### src/rtl/cycle_sequencer.sv
// cycle_sequencer: instruction-cycle controller. Walks fetch, decode and a
// per-opcode execute phase sequence. It stalls on memory phases, hands
// mul/div to an external unit with a bounded wait, and counts retired
// instructions. It also handles halt, stop-at-boundary and sticky faults.
module cycle_sequencer #(
   parameter int IR_W         = 32,
   parameter int OPC_W        = 5,
   parameter int CNT_W        = 32,
   parameter int EXEC_TIMEOUT = 64
) (
   input  logic             clk,
   input  logic             in_reset,
   input  logic [IR_W-1:0]  in_ir,
   input  logic             in_mem_ready,
   input  logic             in_exec_done,
   input  logic             in_stop,
   input  logic             in_resume,
   output logic             out_run,
   output logic [3:0]       out_state,
   output logic [OPC_W-1:0] out_opcode,
   output logic [2:0]       out_phase,
   output logic             out_mem_req,
   output logic             out_exec_start,
   output logic             out_retire,
   output logic [CNT_W-1:0] out_retired,
   output logic             out_fault,
   output logic [1:0]       out_fault_code
);

   typedef enum logic [3:0] {
      ST_RESET  = 4'd0,
      ST_FETCH0 = 4'd1,
      ST_FETCH1 = 4'd2,
      ST_FETCH2 = 4'd3,
      ST_DECODE = 4'd4,
      ST_EXEC   = 4'd5,
      ST_XWAIT  = 4'd6,
      ST_HALT   = 4'd7
   } state_t;

   // Index of the final execute phase (length minus one) for each opcode.
   function automatic logic [2:0] last_phase_f(input logic [OPC_W-1:0] opc);
      logic [2:0] lp;
      case (opc) inside
         5'd0:           lp = 3'd4;
         5'd1:           lp = 3'd2;
         5'd2:           lp = 3'd3;
         [5'd3:5'd13]:   lp = 3'd2;
         5'd14, 5'd15:   lp = 3'd3;
         5'd16, 5'd17:   lp = 3'd1;
         5'd18:          lp = 3'd3;
         5'd19:          lp = 3'd0;
         5'd20:          lp = 3'd1;
         [5'd21:5'd25]:  lp = 3'd0;
         default:        lp = 3'd0;
      endcase
      return lp;
   endfunction

   // Load phase 2 and store phase 3 wait on memory.
   function automatic logic is_mem_phase_f(input logic [OPC_W-1:0] opc, input logic [2:0] ph);
      return ((opc == 5'd0) && (ph == 3'd2)) || ((opc == 5'd2) && (ph == 3'd3));
   endfunction

   // mul and div run their phase 1 on the external execution unit.
   function automatic logic is_muldiv_f(input logic [OPC_W-1:0] opc);
      return (opc == 5'd14) || (opc == 5'd15);
   endfunction

   state_t             state_q, state_d;
   logic [OPC_W-1:0]   opcode_q, opcode_d;
   logic [2:0]         phase_q, phase_d;
   logic               run_q, run_d;
   logic               mem_req_q, mem_req_d;
   logic               exec_start_q, exec_start_d;
   logic               retire_q, retire_d;
   logic [CNT_W-1:0]   retired_q, retired_d;
   logic               fault_q, fault_d;
   logic [1:0]         fault_code_q, fault_code_d;
   logic               stop_pend_q, stop_pend_d;
   logic [7:0]         xcnt_q, xcnt_d;

   logic [OPC_W-1:0]   opc_in_s;
   logic               ir_unused_s;

   assign opc_in_s    = in_ir[IR_W-1 -: OPC_W];
   assign ir_unused_s = ^in_ir[IR_W-OPC_W-1:0];

   // Next-state, phase sequencing and registered-output next values.
   always_comb begin
      state_d      = state_q;
      opcode_d     = opcode_q;
      phase_d      = phase_q;
      retired_d    = retired_q;
      fault_d      = fault_q;
      fault_code_d = fault_code_q;
      xcnt_d       = xcnt_q;
      exec_start_d = 1'b0;
      retire_d     = 1'b0;
      stop_pend_d  = stop_pend_q | in_stop;

      case (state_q)
         ST_RESET:  state_d = ST_FETCH0;
         ST_FETCH0: state_d = ST_FETCH1;
         ST_FETCH1: begin
            if (in_mem_ready) begin
               state_d = ST_FETCH2;
            end else begin
               state_d = ST_FETCH1;
            end
         end
         ST_FETCH2: state_d = ST_DECODE;
         ST_DECODE: begin
            opcode_d = opc_in_s;
            phase_d  = 3'd0;
            if (opc_in_s == 5'd26) begin
               state_d = ST_HALT;
            end else if (opc_in_s >= 5'd27) begin
               fault_d      = 1'b1;
               fault_code_d = 2'd1;
               state_d      = ST_HALT;
            end else begin
               state_d = ST_EXEC;
            end
         end
         ST_EXEC: begin
            if (is_mem_phase_f(opcode_q, phase_q) && !in_mem_ready) begin
               phase_d = phase_q;
            end else if (phase_q == last_phase_f(opcode_q)) begin
               retire_d  = 1'b1;
               retired_d = retired_q + {{(CNT_W-1){1'b0}}, 1'b1};
               // Instruction boundary: a stop arriving this very cycle still counts.
               if (stop_pend_q || in_stop) begin
                  state_d = ST_HALT;
               end else begin
                  state_d = ST_FETCH0;
               end
            end else if (is_muldiv_f(opcode_q) && (phase_q == 3'd0)) begin
               phase_d      = 3'd1;
               exec_start_d = 1'b1;
               xcnt_d       = 8'd0;
               state_d      = ST_XWAIT;
            end else begin
               phase_d = phase_q + 3'd1;
            end
         end
         ST_XWAIT: begin
            // Done is tested first so it wins over a simultaneous timeout.
            if (in_exec_done) begin
               phase_d = 3'd2;
               xcnt_d  = 8'd0;
               state_d = ST_EXEC;
            end else if (xcnt_q == 8'(EXEC_TIMEOUT - 1)) begin
               fault_d      = 1'b1;
               fault_code_d = 2'd2;
               xcnt_d       = 8'd0;
               state_d      = ST_HALT;
            end else begin
               xcnt_d = xcnt_q + 8'd1;
            end
         end
         ST_HALT: begin
            stop_pend_d = 1'b0;
            if (in_resume && !in_stop && !fault_q) begin
               state_d = ST_FETCH0;
            end else begin
               state_d = ST_HALT;
            end
         end
         default: state_d = ST_HALT;
      endcase

      run_d     = (state_d != ST_HALT);
      mem_req_d = (state_d == ST_FETCH0) || (state_d == ST_FETCH1) ||
                  ((state_d == ST_EXEC) && is_mem_phase_f(opcode_d, phase_d));
   end

   // State and output registers with immediate asynchronous reset.
   always_ff @(posedge clk or posedge in_reset) begin
      if (in_reset) begin
         state_q      <= ST_RESET;
         opcode_q     <= '0;
         phase_q      <= 3'd0;
         run_q        <= 1'b1;
         mem_req_q    <= 1'b0;
         exec_start_q <= 1'b0;
         retire_q     <= 1'b0;
         retired_q    <= '0;
         fault_q      <= 1'b0;
         fault_code_q <= 2'd0;
         stop_pend_q  <= 1'b0;
         xcnt_q       <= 8'd0;
      end else begin
         state_q      <= state_d;
         opcode_q     <= opcode_d;
         phase_q      <= phase_d;
         run_q        <= run_d;
         mem_req_q    <= mem_req_d;
         exec_start_q <= exec_start_d;
         retire_q     <= retire_d;
         retired_q    <= retired_d;
         fault_q      <= fault_d;
         fault_code_q <= fault_code_d;
         stop_pend_q  <= stop_pend_d;
         xcnt_q       <= xcnt_d;
      end
   end

   assign out_run        = run_q;
   assign out_state      = state_q;
   assign out_opcode     = opcode_q;
   assign out_phase      = phase_q;
   assign out_mem_req    = mem_req_q;
   assign out_exec_start = exec_start_q;
   assign out_retire     = retire_q;
   assign out_retired    = retired_q;
   assign out_fault      = fault_q;
   assign out_fault_code = fault_code_q;

endmodule

### config.mk
export PLATFORM = sky130hd
export DESIGN_NAME = cycle_sequencer
export DESIGN_NICKNAME = d
export VERILOG_FILES = /design/src/rtl/cycle_sequencer.sv
export SDC_FILE = /design/constraint.sdc
export NUM_CORES = 1
export LEC_CHECK = 0
export BUFFER_PORTS_ARGS = -buffer_cell sky130_fd_sc_hd__buf_2
export CAP_MARGIN = 20
export CORE_MARGIN = 5
export CORE_UTILIZATION = 40
export DETAILED_ROUTE_END_ITERATION = 7
export PLACE_DENSITY = 0.67
export SYNTH_ARGS = -nofsm -noshare
export SYNTH_HDL_FRONTEND = slang
export SYNTH_SLANG_ARGS = --single-unit
### constraint.sdc
create_clock -name clk -period 2.54 [get_ports clk]
set_input_delay 0.127 -clock clk [delete_from_list [all_inputs] [get_ports clk]]
set_output_delay 0.127 -clock clk [all_outputs]
set_load 0.01 [all_outputs]
==> impl_metrics.csv <==
group,metric,value,unit
outcome,status,"complete, but fails checks",
outcome,violations,"setup timing",
synthesis,async_flop_share,100,%
hold_path,min-delay-path-class,"in -> reg",
drt,num_vias,2631,
drt,first_iter_violations,66,
synthesis,syn_area,0.00309,mm²
timing,final-max-slew-violation-count,0,
critical_path,crit_required,2.79,ns
drt,drt.antenna.violating_nets,0,
clock_tree,htreeDepth,3,
timing,tightest_slew,0.780,ns
timing,rsz0062_at_grt,"true",
layout,multi_input_area,0.00174,mm²
clock_tree,root_buffer,"clkbuf_8",
layout,utilization,55.7,%
synthesis,synth-seq-area-share,48.6,%
grt,grt_max_degree,29,
layout,layout_commonest_cell,"buf_2",
die,row_count,32,
timing,timing.fmax,0.389,GHz
critical_path,path_cells,"or3_4, a32o_1, nor3_4, o2111ai_2, o2bb2ai_2, xor2_1, or4b_1, a21oi_2",
clock_tree,cts_tree,"done",
synthesis,ys_types,61,
layout,drive_gt1_share,42.5,%
place,globalplace.congestion,0.823,
synthesis,ys.flop_type,"dfrtp_1",
critical_path,worstPathArrival,2.82,ns
critical_path,end_kind,"flop",
critical_path,ff2ff_setup_slack,-0.03,ns
die,coreArea,0.00765,mm²
timing,setup_viol,4,
timing,finalHoldViolations,0,
power_and_ir_drop,p_per_area,864,mW/mm²
critical_path,cpPeakStageDelay,0.49,ns
critical_path,cp_slowest_cell,"or4b_1",
critical_path,cp_num_buf_inv,0,
critical_path,crit_type,"reg -> reg",
grt,grt_pass1_wl,12100,µm
die,die_h,98.0,µm
critical_path,critical-path-top-delay-family,"simple AND/OR/NAND/NOR gates",
drt,routedWlPerCell,14.2,µm
critical_path,cp_max_fo,5,
layout,final_area,0.00426,mm²
synthesis,ys_ff_latch,60,
grt,grt-ovfl-total,0,
timing,layout_min_cycle_time,2.57,ns
clock_tree,clk_latency,0.33,ns
die,dieArea,0.00959,mm²
layout,nets,445,
synthesis,syn_avg_cell_area,10.7,µm²
clock_tree,cts.sinks,60,
synthesis,synth_nets,334,
hold_path,hold_start,"in_ir[31]",
die,fp.dieW,98.0,µm
die,io_pins,89,
drt,firstDrtPassIters,4,
drt,wirelength,7190,µm
layout,fill_cells,663,
synthesis,synth-edff-count,0,
timing,postLayoutSetupSlackWorst,-0.0310,ns
grt,grt_pass1_vias,2549,
timing,setup_tns,-0.0476,ns
power_and_ir_drop,irDropWorstVdd,0.000300,V
layout,area_growth,37.8,%
layout,area.sequential,0.00151,mm²
place,io_buffers,61,
layout,final_cell_mix,"buf_2 (61), dfrtp_1 (53), buf_4 (40)",
job,maxCapViolations,0,
drt,vias_per_cell,5.19,
die,initial_core_util,40.5,%
timing,period_share,101,%
grt,antenna_found_initial,0,
place,dpl_cell_area,0.00386,mm²
clock_tree,clkTransAtPathRegs,0.06,ns
critical_path,start_kind,"flop",
critical_path,crit_start,"out_opcode[2]",
clock_tree,cts_inserted_buffers,9,
power_and_ir_drop,leakage,0.00202,µW
synthesis,yosysWarnings,0,
layout,antennaDiodeCount,0,
timing,max_slew_margin,47.5,%
timing,skew,0.0156,ns
clock_tree,cts_buffer_depth,2,
drt,drc,0,
critical_path,r2r_start,"out_opcode[2]",
grt,grt.total_usage,15.2,%
place,hpwl,5330,µm
synthesis,syn_inst,290,
## Yosys cell counts, types with 2 or more instances
master | n | share of area (%)
nand4b_1 | 2 | 0.57
and2_1 | 3 | 0.61
a21oi_1 | 5 | 0.81
dfrtp_1 | 59 | 48
mux2_2 | 4 | 1.5
nor2_1 | 18 | 2.2
o21bai_1 | 2 | 0.49
and4_1 | 3 | 0.85
o21ai_1 | 2 | 0.32
nor4_1 | 2 | 0.40
and3_1 | 8 | 1.6
o31ai_1 | 2 | 0.49
a21oi_2 | 2 | 0.57
o311ai_1 | 2 | 0.57
o21ai_0 | 17 | 2.7
or2_2 | 2 | 0.40
a2111o_1 | 2 | 0.73
nand3_1 | 14 | 2.3
xnor2_1 | 25 | 7.1
nand2_1 | 26 | 3.2
a32o_1 | 2 | 0.65
inv_1 | 6 | 0.73
nor3b_1 | 3 | 0.73
or4_1 | 2 | 0.49
nand4_1 | 10 | 2.0
clkbuf_1 | 4 | 0.49
nor4_4 | 2 | 1.4
nor3_2 | 3 | 0.97
nand2b_1 | 7 | 1.4
nor4b_2 | 2 | 0.97
ha_1 | 6 | 2.4
or3_4 | 2 | 0.73
xor2_1 | 7 | 2.0
nor3_1 | 7 | 1.1
## worst paths after layout
kind	to	cells after the start
max	out_mem_req	8
min	out_opcode[4]	3
max reg2reg	out_mem_req	8
min reg2reg	out_retired[31]	1
max in group asynchronous	out_run	4
min in group asynchronous	out_retired[22]	3
## repair_timing
action | in CTS | in global routing
pin swaps | 6 | 6
hold buffers | 1 | 0
endpoints found under the hold margin | 26 | 0
endpoints found under the setup margin | 13 | 31
gates resized for setup | 9 | 24
buffers inserted | 1 | 2
## power breakdown
part	internal, µW	switching [µW]
registers	1100	132
clock network	599	356
logic	718	773
total	2420	1260
## metrics by stage
| step | total power [µW] | worst slack [ns] | cells | hold slack [ns] |
|---|---|---|---|---|
| after floorplan | 2050 | -0.0365 | 290 | 0.263 |
| after global placement | 2590 | -0.0643 | 488 | 0.217 |
| after detailed placement | 2620 | -0.0910 | 488 | 0.219 |
| after CTS | 3660 | -0.0279 | 505 | 0.0468 |
| after global routing | 3910 | -0.145 | 507 | 0.0700 |
| final | 3680 | -0.0310 | 507 | 0.0697 |
## cell type report
| cell class | count | share of cell area (%) |
|---|---|---|
| Multi-Input combinational cell | 219 | 40.7 |
| Tap cell | 102 | 2.99 |
| Inverter | 7 | 0.616 |
| Timing Repair Buffer | 104 | 15.0 |
| Clock buffer | 11 | 3.55 |
| Clock inverter | 4 | 1.70 |
| Sequential cell | 60 | 35.4 |
## per-layer routing
metal / GRT usage [%] / up-vias / share of wire (%) / routed length [µm]
met2: 25.3 / 38 / 50 / 3610
met1: 19.1 / 1293 / 45 / 3220
met5: 0 / - / 0 / 0
li1: - / 1287 / - / -
met3: 3.36 / 13 / 3.3 / 234
met4: 5.96 / 0 / 1.8 / 131
## sequential cells by signal (all words and copies together) (netlist names), 2 cells and up
name,cells
out_fault_code,2
out_retired,32
out_phase,3
out_opcode,5
xcnt_q,8
out_state,4
## worst min-delay path, cell delays in order
cell	delay, ns
buf_2	0.11
nand2_1	0.05
o21ai_1	0.07
## cell families after synthesis
family	Yosys count	synth area share (%)
and+or+nand+nor	124	24.4
muxes	6	2.30
other	1	0.121
DFF	60	48.6
xor gates and xnor gates	32	9.06
adders and majority gates	6	2.43
AOI/OAI and AO/OA	50	11.8
buffers and inverters	11	1.33
(Power assumes the default switching activity.)
